**src/rtl/panel_pkg.sv**
```systemverilog
// Shared constants, scan state encoding and sizing helper for the panel column scanner.
package panel_pkg;

   localparam int NUM_COLS       = 24;
   localparam int ROW_W          = 8;
   localparam int TIMEOUT_CYCLES = 16;

   typedef enum logic [1:0] {
      IDLE,
      FETCH,
      DISPLAY,
      BLANK
   } scan_state_t;

   // Counter width able to hold n-1, never narrower than one bit.
   function automatic int cnt_width(input int n);
      return (n > 1) ? $clog2(n) : 1;
   endfunction

endpackage

```
**src/rtl/panel_scan_ctrl_if.sv**
```systemverilog
// Message-memory fetch handshake between the column scanner (master) and the memory (slave).
interface panel_scan_ctrl_if #(
   parameter int ADDR_W = 6,
   parameter int ROW_W  = 8
);

   logic              mem_req;
   logic [ADDR_W-1:0] mem_addr;
   logic              mem_ack;
   logic [ROW_W-1:0]  mem_data;

   modport master (
      output mem_req,
      output mem_addr,
      input  mem_ack,
      input  mem_data
   );

   modport slave (
      input  mem_req,
      input  mem_addr,
      output mem_ack,
      output mem_data
   );

endinterface

```
**src/rtl/panel_dwell_timer.sv**
```systemverilog
// Loadable down-counter: start loads DWELL_CYCLES-1, done is high during the last counted cycle.
module panel_dwell_timer
   import panel_pkg::*;
#(
   parameter int DWELL_CYCLES = 2000
) (
   input  logic clk,
   input  logic reset,
   input  logic start,
   input  logic clr,
   output logic done
);

   localparam int CW = cnt_width(DWELL_CYCLES);

   logic [CW-1:0] cnt_q, cnt_d;
   logic          run_q, run_d;

   assign done = run_q && (cnt_q == '0);

   always_comb begin
      cnt_d = cnt_q;
      run_d = run_q;
      if (start) begin
         cnt_d = CW'(DWELL_CYCLES - 1);
         run_d = 1'b1;
      end else if (clr || done) begin
         run_d = 1'b0;
      end else if (run_q) begin
         cnt_d = cnt_q - CW'(1);
      end
   end

   always_ff @(posedge clk) begin
      if (reset) begin
         cnt_q <= '0;
         run_q <= 1'b0;
      end else begin
         cnt_q <= cnt_d;
         run_q <= run_d;
      end
   end

endmodule

```
**src/rtl/panel_scan_ctrl.sv**
```systemverilog
// Column-scan sequencer: fetch column pattern, light it for a dwell, blank one cycle, advance.
// Define SCAN_TIMEOUT_EN to abort stalled fetches after TIMEOUT_CYCLES and raise a sticky err.
module panel_scan_ctrl #(
   parameter int NUM_COLS        = panel_pkg::NUM_COLS,
   parameter int ROW_W           = panel_pkg::ROW_W,
   parameter int MSG_LEN         = 64,
   parameter int ADDR_W          = 6,
   parameter int DWELL_CYCLES    = 2000,
   parameter int FRAMES_PER_STEP = 8
) (
   input  logic                 clk,
   input  logic                 reset,
   input  logic                 enable,
   input  logic                 scroll,
   panel_scan_ctrl_if.master    mem,
   output logic [NUM_COLS-1:0]  active_col,
   output logic [ROW_W-1:0]     row_data,
   output logic                 blank,
   output logic [4:0]           col_idx,
   output logic [ADDR_W-1:0]    scroll_offset,
   output logic                 frame_tick,
   output logic                 err
);

   import panel_pkg::*;

   localparam int FW = cnt_width(FRAMES_PER_STEP);

   function automatic logic [ADDR_W-1:0] fetch_addr(input logic [ADDR_W-1:0] off,
                                                    input logic [4:0]        col);
      int unsigned sum;
      sum = 32'(off) + 32'(col);
      return ADDR_W'(sum % MSG_LEN);
   endfunction

   function automatic logic [ADDR_W-1:0] next_offset(input logic [ADDR_W-1:0] off);
      return (off == ADDR_W'(MSG_LEN - 1)) ? '0 : off + ADDR_W'(1);
   endfunction

   scan_state_t          state_q, state_d;
   logic                 mem_req_q, mem_req_d;
   logic [ADDR_W-1:0]    mem_addr_q, mem_addr_d;
   logic [ROW_W-1:0]     row_data_q, row_data_d;
   logic [NUM_COLS-1:0]  active_col_q, active_col_d;
   logic                 blank_q, blank_d;
   logic [4:0]           col_idx_q, col_idx_d;
   logic [ADDR_W-1:0]    scroll_offset_q, scroll_offset_d;
   logic                 frame_tick_q, frame_tick_d;
   logic [FW-1:0]        frame_cnt_q, frame_cnt_d;

   logic                 start_fetch;
   logic                 fetch_done;
   logic                 dwell_done;
   logic                 col_wrap;

   assign col_wrap = (col_idx_q == 5'(NUM_COLS - 1));

   panel_dwell_timer #(
      .DWELL_CYCLES (DWELL_CYCLES)
   ) u_dwell (
      .clk   (clk),
      .reset (reset),
      .start (fetch_done),
      .clr   (1'b0),
      .done  (dwell_done)
   );

`ifdef SCAN_TIMEOUT_EN
   logic err_q, err_d;
   logic tmo_done;

   // Same counter reused as a watchdog armed on every fetch and cancelled when it completes.
   panel_dwell_timer #(
      .DWELL_CYCLES (TIMEOUT_CYCLES)
   ) u_fetch_tmo (
      .clk   (clk),
      .reset (reset),
      .start (start_fetch),
      .clr   (fetch_done),
      .done  (tmo_done)
   );

   assign err = err_q;
`else
   assign err = 1'b0;
`endif

   always_comb begin
      state_d         = state_q;
      mem_req_d       = mem_req_q;
      mem_addr_d      = mem_addr_q;
      row_data_d      = row_data_q;
      active_col_d    = active_col_q;
      blank_d         = blank_q;
      col_idx_d       = col_idx_q;
      scroll_offset_d = scroll_offset_q;
      frame_tick_d    = 1'b0;
      frame_cnt_d     = frame_cnt_q;
      start_fetch     = 1'b0;
      fetch_done      = 1'b0;
`ifdef SCAN_TIMEOUT_EN
      err_d           = err_q;
`endif

      case (state_q)
         IDLE: begin
            active_col_d = '0;
            blank_d      = 1'b1;
            if (enable) start_fetch = 1'b1;
         end

         FETCH: begin
            if (mem_req_q && mem.mem_ack) begin
               row_data_d = mem.mem_data;
               fetch_done = 1'b1;
            end
`ifdef SCAN_TIMEOUT_EN
            else if (tmo_done) begin
               row_data_d = '0;
               err_d      = 1'b1;
               fetch_done = 1'b1;
            end
`endif
         end

         DISPLAY: begin
            if (dwell_done) begin
               state_d      = BLANK;
               active_col_d = '0;
               blank_d      = 1'b1;
               col_idx_d    = col_wrap ? '0 : col_idx_q + 5'd1;
               if (col_wrap) begin
                  frame_tick_d = 1'b1;
                  // The count parks at its last value while scroll is low so the step fires on
                  // the first wrap after scroll returns.
                  if (frame_cnt_q == FW'(FRAMES_PER_STEP - 1)) begin
                     if (scroll) begin
                        frame_cnt_d     = '0;
                        scroll_offset_d = next_offset(scroll_offset_q);
                     end
                  end else begin
                     frame_cnt_d = frame_cnt_q + FW'(1);
                  end
               end
            end
         end

         BLANK: begin
            if (enable) start_fetch = 1'b1;
            else        state_d     = IDLE;
         end

         default: state_d = IDLE;
      endcase

      // col_idx and scroll_offset already hold their post-BLANK values here.
      if (start_fetch) begin
         state_d    = FETCH;
         mem_req_d  = 1'b1;
         mem_addr_d = fetch_addr(scroll_offset_q, col_idx_q);
      end

      if (fetch_done) begin
         state_d      = DISPLAY;
         mem_req_d    = 1'b0;
         active_col_d = NUM_COLS'(1) << col_idx_q;
         blank_d      = 1'b0;
      end
   end

   always_ff @(posedge clk) begin
      if (reset) begin
         state_q         <= IDLE;
         mem_req_q       <= 1'b0;
         mem_addr_q      <= '0;
         row_data_q      <= '0;
         active_col_q    <= '0;
         blank_q         <= 1'b1;
         col_idx_q       <= '0;
         scroll_offset_q <= '0;
         frame_tick_q    <= 1'b0;
         frame_cnt_q     <= '0;
      end else begin
         state_q         <= state_d;
         mem_req_q       <= mem_req_d;
         mem_addr_q      <= mem_addr_d;
         row_data_q      <= row_data_d;
         active_col_q    <= active_col_d;
         blank_q         <= blank_d;
         col_idx_q       <= col_idx_d;
         scroll_offset_q <= scroll_offset_d;
         frame_tick_q    <= frame_tick_d;
         frame_cnt_q     <= frame_cnt_d;
      end
   end

`ifdef SCAN_TIMEOUT_EN
   always_ff @(posedge clk) begin
      if (reset) err_q <= 1'b0;
      else       err_q <= err_d;
   end
`endif

   assign mem.mem_req    = mem_req_q;
   assign mem.mem_addr   = mem_addr_q;
   assign active_col     = active_col_q;
   assign row_data       = row_data_q;
   assign blank          = blank_q;
   assign col_idx        = col_idx_q;
   assign scroll_offset  = scroll_offset_q;
   assign frame_tick     = frame_tick_q;

endmodule

```
**src/flat_wrapper.sv**
```systemverilog
// flat-port wrapper written by rule: the top's interface ports become plain ports
module panel_scan_ctrl_flat import panel_pkg::*;
#(
   parameter int NUM_COLS        = panel_pkg::NUM_COLS,
   parameter int ROW_W           = panel_pkg::ROW_W,
   parameter int MSG_LEN         = 64,
   parameter int ADDR_W          = 6,
   parameter int DWELL_CYCLES    = 2000,
   parameter int FRAMES_PER_STEP = 8
)
  (clk, reset, enable, scroll, active_col, row_data, blank, col_idx, scroll_offset, frame_tick, err, mem_mem_req, mem_mem_addr, mem_mem_ack, mem_mem_data);
  panel_scan_ctrl_if #(.ADDR_W(ADDR_W), .ROW_W(ROW_W)) mem_i ();
  input  logic clk;
  input  logic reset;
  input  logic enable;
  input  logic scroll;
  output logic [NUM_COLS-1:0] active_col;
  output logic [ROW_W-1:0] row_data;
  output logic blank;
  output logic [4:0] col_idx;
  output logic [ADDR_W-1:0] scroll_offset;
  output logic frame_tick;
  output logic err;
  output wire logic [$bits(mem_i.mem_req)-1:0] mem_mem_req;
  output wire logic [$bits(mem_i.mem_addr)-1:0] mem_mem_addr;
  input wire logic [$bits(mem_i.mem_ack)-1:0] mem_mem_ack;
  input wire logic [$bits(mem_i.mem_data)-1:0] mem_mem_data;
  assign mem_mem_req = mem_i.mem_req;
  assign mem_mem_addr = mem_i.mem_addr;
  assign mem_i.mem_ack = mem_mem_ack;
  assign mem_i.mem_data = mem_mem_data;
  panel_scan_ctrl #(.NUM_COLS(NUM_COLS), .ROW_W(ROW_W), .MSG_LEN(MSG_LEN), .ADDR_W(ADDR_W), .DWELL_CYCLES(DWELL_CYCLES), .FRAMES_PER_STEP(FRAMES_PER_STEP)) u_core (.clk(clk), .reset(reset), .enable(enable), .scroll(scroll), .mem(mem_i), .active_col(active_col), .row_data(row_data), .blank(blank), .col_idx(col_idx), .scroll_offset(scroll_offset), .frame_tick(frame_tick), .err(err));
endmodule
```
**config.mk**
```make
export PLATFORM = sky130hd
export DESIGN_NAME = panel_scan_ctrl_flat
export DESIGN_NICKNAME = d
export VERILOG_FILES = /design/src/rtl/panel_pkg.sv /design/src/rtl/panel_scan_ctrl_if.sv /design/src/rtl/panel_dwell_timer.sv /design/src/rtl/panel_scan_ctrl.sv /design/src/flat_wrapper.sv
export SDC_FILE = /design/constraint.sdc
export NUM_CORES = 1
export LEC_CHECK = 0
export CAP_MARGIN = 20
export CORE_MARGIN = 1.5
export CORE_UTILIZATION = 35
export DETAILED_ROUTE_END_ITERATION = 10
export SETUP_SLACK_MARGIN = 0.15
export SLEW_MARGIN = 5
export SYNTH_ARGS = -nofsm -noshare
export SYNTH_HDL_FRONTEND = slang
export SYNTH_HIERARCHICAL = 1
export SYNTH_SLANG_ARGS = --single-unit
```
**constraint.sdc**
```tcl
create_clock -name clk -period 7.21 [get_ports clk]
set_clock_uncertainty 0.05 [all_clocks]
set_input_delay 1.442 -clock clk [delete_from_list [all_inputs] [get_ports clk]]
set_output_delay 1.442 -clock clk [all_outputs]
set_load 0.05 [all_outputs]
```
======== Word level (Yosys, flattened, before mapping) ========
Index checks and enable logic that the tools add are counted.
storage, ports and cells
  register bits ........................... 69
  output and inout bits ................... 53
  bits of input ports ..................... 13
  word-level logic and storage cells ...... 81
operators by class
  shift operators ......................... 1
  reductions and logical operators ........ 21
  muxes and demuxes ....................... 25
  add/subtract/negate cells ............... 5
  bitwise logic cells ..................... 2
  equal/unequal tests ..................... 13
operators with widths
  cell                                                 count
  2-to-1 mux 24 bit                                    2
  one-hot mux 24 bit (2 select lines)                  1
  2-to-1 mux 11 bit                                    3
  << shifter 1 x 5 -> 24 bit (first input constant)    1
  zero test 11 bit                                     1
  subtractor 11 x 1 -> 11 bit (second input constant)  1
  AND reduction 2 bit                                  5
  2-to-1 mux 1 bit                                     9
  2-to-1 mux 2 bit                                     4
  adder 6 x 1 -> 6 bit (second input constant)         1
  adder 6 x 5 -> 6 bit                                 1
  == test 6 bit (second input constant)                1
  2-to-1 mux 3 bit                                     2
  2-to-1 mux 6 bit                                     1
  != test 3 x 1 -> 1 bit (second input constant)       2
  AND reduction 3 bit                                  2
  nonzero test 3 bit                                   2
  adder 5 x 1 -> 5 bit (second input constant)         1
  == test 5 bit (second input constant)                1
  2-to-1 mux 5 bit                                     1
  AND reduction 5 bit                                  1
  == test 2 bit (second input constant)                2
  != test 4 x 1 -> 1 bit (second input constant)       1
  != test 4 x 2 -> 1 bit (second input constant)       1
  other kinds (16)                                     20

======== Longest topological paths before layout ========
  depth after elaboration ................. 6
  mapped depth ............................ 10
  depth with buffers taken out ............ 8

======== By module ========
Netlist, hierarchy kept.
modules (own cells, without submodules)
  module             times used  cells each  seq. area each (sq um)  area an instance (sq um)
  panel_scan_ctrl    1           282         1141.1                  2572.5
  panel_dwell_timer  1           71          240.2                   620.6

======== Least setup slack after synthesis ========
No wires, ideal clock.
  path kind ............................... input to register
  start point ............................. input port mem_mem_ack
  end point ............................... register u_core.u_dwell.cnt_q[3]
  stages on the path ...................... 7
  arrival time ............................ 2742 ps
  library setup time ...................... 78 ps
  setup slack ............................. 4340 ps
  data required time ...................... 7082 ps
  path buffers ............................ 2
  cell sequence ........................... nand3_1 > inv_1 > buf_1 > clkbuf_1 > inv_1 > and4_2 > nor3_1
on the way
  word-level cells in the longest chain between the ends .. 5
  elaborated cells between the ends (all ways) .. 7
  those cells by class .................... eq/ne: 1; mux: 3; reduce/logical: 3
RTL lines
  element                                                                 line                     text
  start, declared                                                         flat_wrapper.sv:26       input wire logic [$bits(mem_i.mem_ack)-1:0] mem_mem_ack;
  logical AND 1 bit *                                                     panel_scan_ctrl.sv:113   if (mem_req_q && mem.mem_ack) begin
  2-to-1 mux 1 bit *                                                      panel_scan_ctrl.sv:113
  2-to-1 mux 1 bit *                                                      panel_scan_ctrl.sv:105   case (state_q)
  via u_core.fetch_done                                                   panel_scan_ctrl.sv:52    logic fetch_done;
  != test 2 x 1 -> 1 bit (no line) or nonzero test 2 bit (tied branches)  --
  AND reduction 2 bit (no line)                                           --
  end signal, assigned                                                    panel_dwell_timer.sv:39  cnt_q <= cnt_d;
  end, declared                                                           panel_dwell_timer.sv:16  logic [CW-1:0] cnt_q, cnt_d;
The timed path passes the listed nets; every way through them passes the cells marked *.
A chain may end at the register's enable or synchronous reset.

======== Worst setup path after layout ========
  start point ............................. input port mem_mem_ack
  end point ............................... register u_core.active_col_q[7], in the netlist u_core/active_col[7]
on the way
  word-level cells in the longest chain between the ends .. 5
  elaborated cells between the ends (all ways) .. 7
  those cells by class .................... eq/ne: 1; mux: 3; reduce/logical: 3
RTL lines
  element                                                                 line                    text
  logical AND 1 bit *                                                     panel_scan_ctrl.sv:113
  2-to-1 mux 1 bit *                                                      panel_scan_ctrl.sv:113
  2-to-1 mux 1 bit *                                                      panel_scan_ctrl.sv:105
  != test 3 x 1 -> 1 bit (no line) or nonzero test 3 bit (tied branches)  --
  AND reduction 2 bit (no line)                                           --
  end signal, assigned                                                    panel_scan_ctrl.sv:188  active_col_q <= active_col_d;
  end, declared                                                           panel_scan_ctrl.sv:44   logic [NUM_COLS-1:0] active_col_q, active_col_d;
Mark *: on every way between the ends. The rest lies on a longest branch, timed or not.

==> impl_metrics.xml <==
<?xml version="1.0" encoding="UTF-8"?>
<metrics>
  <group name="placement">
    <metric name="place_area" unit="um^2">3890</metric>
    <metric name="routabilityCongestion" unit="">0.803</metric>
    <metric name="post-dp-hpwl" unit="um">5460</metric>
    <metric name="buffer_ports.inserted" unit="">64</metric>
  </group>
  <group name="sta">
    <metric name="worstMarginPinSlew" unit="ps">949</metric>
    <metric name="layout_worst_path_cycle_share" unit="%">52.0</metric>
    <metric name="sum_neg_setup_slack" unit="ps">0</metric>
    <metric name="rsz0062_at_grt" unit="">false</metric>
    <metric name="finalMaxSlewViolations" unit="">0</metric>
    <metric name="final-hold-violation-count" unit="">0</metric>
    <metric name="max_slew_margin" unit="%">36.2</metric>
    <metric name="setup_viol" unit="">0</metric>
    <metric name="clock_period_minus_final_worst_setup_slack" unit="ps">3750</metric>
    <metric name="worst_hold_slack_across_all_endpoints" unit="ps">413</metric>
    <metric name="fmax" unit="MHz">267</metric>
  </group>
  <group name="layout">
    <metric name="insertedDiodeCount" unit="">0</metric>
    <metric name="layout.core_utilization" unit="%">46.4</metric>
    <metric name="layout_common_cells" unit="">dfxtp_1, clkdlybuf4s50_1, nor2_1</metric>
    <metric name="layout.cells.most_common" unit="">dfxtp_1</metric>
    <metric name="final_net_count" unit="">445</metric>
    <metric name="areaGrowthSynthToFinish" unit="%">27.4</metric>
    <metric name="post-route-cell-area" unit="um^2">4070</metric>
    <metric name="drive_gt1_share" unit="%">6.73</metric>
  </group>
  <group name="clock_network">
    <metric name="clock-sinks" unit="">69</metric>
    <metric name="clock_insertion_delay_worst_skew" unit="ps">330</metric>
    <metric name="cts_tree" unit="">yes</metric>
    <metric name="cts_buffers" unit="">9</metric>
    <metric name="cts_hold_repair.buffers" unit="">0</metric>
    <metric name="cts.repair.resized" unit="">0</metric>
    <metric name="cts_root_buf" unit="">clkbuf_8</metric>
    <metric name="cts.clk_slew.worst_paths" unit="ps">80</metric>
    <metric name="clock_tree.buffer_depth" unit="">2</metric>
    <metric name="cts_post_setup_buffers_inserted" unit="">0</metric>
    <metric name="cts.htree.levels" unit="">3</metric>
  </group>
  <group name="power_and_ir_drop">
    <metric name="ir_drop" unit="mV">0.0728</metric>
    <metric name="static-leakage-power" unit="nW">1.48</metric>
    <metric name="power-per-cell-area" unit="nW/um^2">180</metric>
  </group>
  <group name="drt">
    <metric name="drt_pass1_iterations" unit="">5</metric>
    <metric name="wl_per_cell" unit="um">15.2</metric>
    <metric name="drc" unit="">0</metric>
    <metric name="wl" unit="um">7940</metric>
    <metric name="drt_first_iter_violations" unit="">160</metric>
    <metric name="detailed_route_via_count" unit="">2874</metric>
    <metric name="via_per_inst" unit="">5.48</metric>
    <metric name="ant_nets" unit="">0</metric>
  </group>
  <group name="logic_synthesis">
    <metric name="syn-mean-instance-area" unit="um^2">9.05</metric>
    <metric name="ys_types" unit="">61</metric>
    <metric name="postSynth.asyncResetShare" unit="%">0</metric>
    <metric name="dominantRegCellSynth" unit="">dfxtp_1</metric>
    <metric name="number_of_flops_mapped_to_enable_cells_by_yosys" unit="">0</metric>
    <metric name="syn-cell-area" unit="um^2">3190</metric>
    <metric name="synth_top_area_share" unit="%">43.3</metric>
    <metric name="synth_seq_area_share" unit="%">43.3</metric>
    <metric name="yosys.area.top_type" unit="">dfxtp_1</metric>
    <metric name="postSynthRegisterBits" unit="">69</metric>
    <metric name="netlist_top_cells_area" unit="">dfxtp_1, ha_1, nor2_1, a22oi_1, nand2_1</metric>
    <metric name="yosysWarnings" unit="">6</metric>
    <metric name="synthesis.instances" unit="">353</metric>
  </group>
  <group name="global_routing">
    <metric name="grt_pass1_wl" unit="um">13200</metric>
    <metric name="grt_max_degree" unit="">72</metric>
    <metric name="global_route.overflow_total" unit="">0</metric>
    <metric name="track_usage" unit="%">16.6</metric>
    <metric name="grt_pass1_vias" unit="">2670</metric>
    <metric name="grt_antenna_before_repair" unit="">0</metric>
  </group>
  <group name="outcome">
    <metric name="run_status" unit="">complete, no violations</metric>
  </group>
  <group name="worst_setup_path">
    <metric name="critPathArrivalTime" unit="ps">3970</metric>
    <metric name="required" unit="ps">7430</metric>
    <metric name="max_fanout_on_critical_path" unit="">24</metric>
    <metric name="setup.worst_path.class" unit="">input port to flip-flop</metric>
    <metric name="worst_setup_path_end_kind" unit="">flip-flop</metric>
    <metric name="crit_path_start_kind" unit="">input port</metric>
  </group>
  <group name="floorplan">
    <metric name="row_count" unit="">34</metric>
    <metric name="design.die.area" unit="um^2">9710</metric>
    <metric name="coreArea" unit="um^2">8760</metric>
    <metric name="floorplan.initialDensity" unit="%">36.4</metric>
    <metric name="die_h" unit="um">98.5</metric>
    <metric name="fp.dieW" unit="um">98.5</metric>
    <metric name="io_pins" unit="">66</metric>
  </group>
  <group name="worst_hold_path">
    <metric name="hold_path.class" unit="">flip-flop to flip-flop</metric>
  </group>
  <group name="flow_run">
    <metric name="cap_viol_max_count" unit="">0</metric>
  </group>
</metrics>
layer usage:
metal  wire length [um]  GRT usage [%]  up-vias
li1                   -              -     1396
met1               3670           22.6     1399
met4                 75           5.63        0
met5                  0              0        -
met2               3850           26.7       70
met3                350           2.84        9
synthesized netlist by cell type, types with 2 or more instances:
| master | n |
|---|---|
| buf_2 | 2 |
| nand4_1 | 4 |
| nor2_1 | 41 |
| nand3b_1 | 2 |
| o21ai_0 | 5 |
| nand2_1 | 29 |
| a22oi_1 | 15 |
| nor3_1 | 19 |
| nor2b_1 | 6 |
| a32o_1 | 2 |
| nand2b_1 | 3 |
| inv_1 | 14 |
| clkbuf_1 | 13 |
| buf_1 | 2 |
| a311oi_1 | 2 |
| xnor2_1 | 6 |
| a21o_1 | 2 |
| nor4_1 | 3 |
| a21oi_1 | 20 |
| or4_1 | 5 |
| nor3b_2 | 2 |
| mux2i_1 | 2 |
| nor3b_1 | 4 |
| dfxtp_1 | 69 |
| and3_1 | 5 |
| a31oi_1 | 5 |
| a32oi_1 | 10 |
| ha_1 | 20 |
| a211oi_1 | 3 |
| nand3_1 | 4 |
| o211ai_1 | 3 |
| xor2_1 | 2 |
logic make-up after synthesis:
group / count (synthesis) / share of synthesized area [%]
buffers and inverters: 34 / 4.43
other: 1 / 0.117
XOR/XNOR: 8 / 2.19
AND/OR/NAND/NOR: 138 / 22.9
multiplexers: 3 / 0.980
flip-flops: 69 / 43.3
adder cells (fa/ha/maj): 21 / 8.46
AO/OA/AOI/OAI: 79 / 17.6
per-stage QoR:
stage          instances  power (mW)  setup slack, ps
5_1_grt              524       0.767             3220
3_3_place_gp         508       0.462             3230
2_1_floorplan        354       0.443             4340
6_report             524       0.734             3460
4_1_cts              524       0.744             3480
3_5_place_dp         508       0.463             3140
registers in the layout, indices dropped and copies added (netlist names), 2 cells and up:
name and count:
u_core/active_col 24, u_core/u_dwell/cnt_q 11, u_core/row_data 8, u_core/mem.mem_addr 6, u_core/scroll_offset 6, u_core/col_idx 5
u_core/frame_cnt_q 3, u_core/state_q 2
path summary, 6_finish.rpt:
kind                                        start                                 end  slack, ps  depth (start not counted)
min               u_core/row_data[1]$_SDFFE_PP0P_     u_core/row_data[1]$_SDFFE_PP0P_        410                          2
min reg2reg       u_core/row_data[1]$_SDFFE_PP0P_     u_core/row_data[1]$_SDFFE_PP0P_        410                          2
max                                   mem_mem_ack   u_core/active_col[7]$_SDFFE_PP0P_       3460                          6
max reg2reg  u_core/u_dwell/cnt_q[0]$_SDFFE_PP0P_  u_core/frame_cnt_q[1]$_SDFFE_PP0P_       4090                          8
worst max-delay path, cell delays in order:
cell	delay, ps
clkdlybuf4s50_1	440
nand3_1	420
inv_1	460
nor2_2	860
a22oi_1	200
nor2_1	140
area by class of cell:
type,count,area [um^2]
clock buffers,10,138
flip-flops and latches,69,1380
well taps,108,135
repair buffers,65,643
fillers,868,4700
inverters,15,56.3
multi-input cells,251,1670
clock inverters,6,38.8
report_power, final:
part | leakage [nW] | total, mW | switching (mW) | internal (mW)
Combinational | 0.837 | 0.0626 | 0.0411 | 0.0215
Clock | 0.0880 | 0.280 | 0.147 | 0.133
Sequential | 0.557 | 0.391 | 0.00513 | 0.386
(Power assumes the default switching activity.)
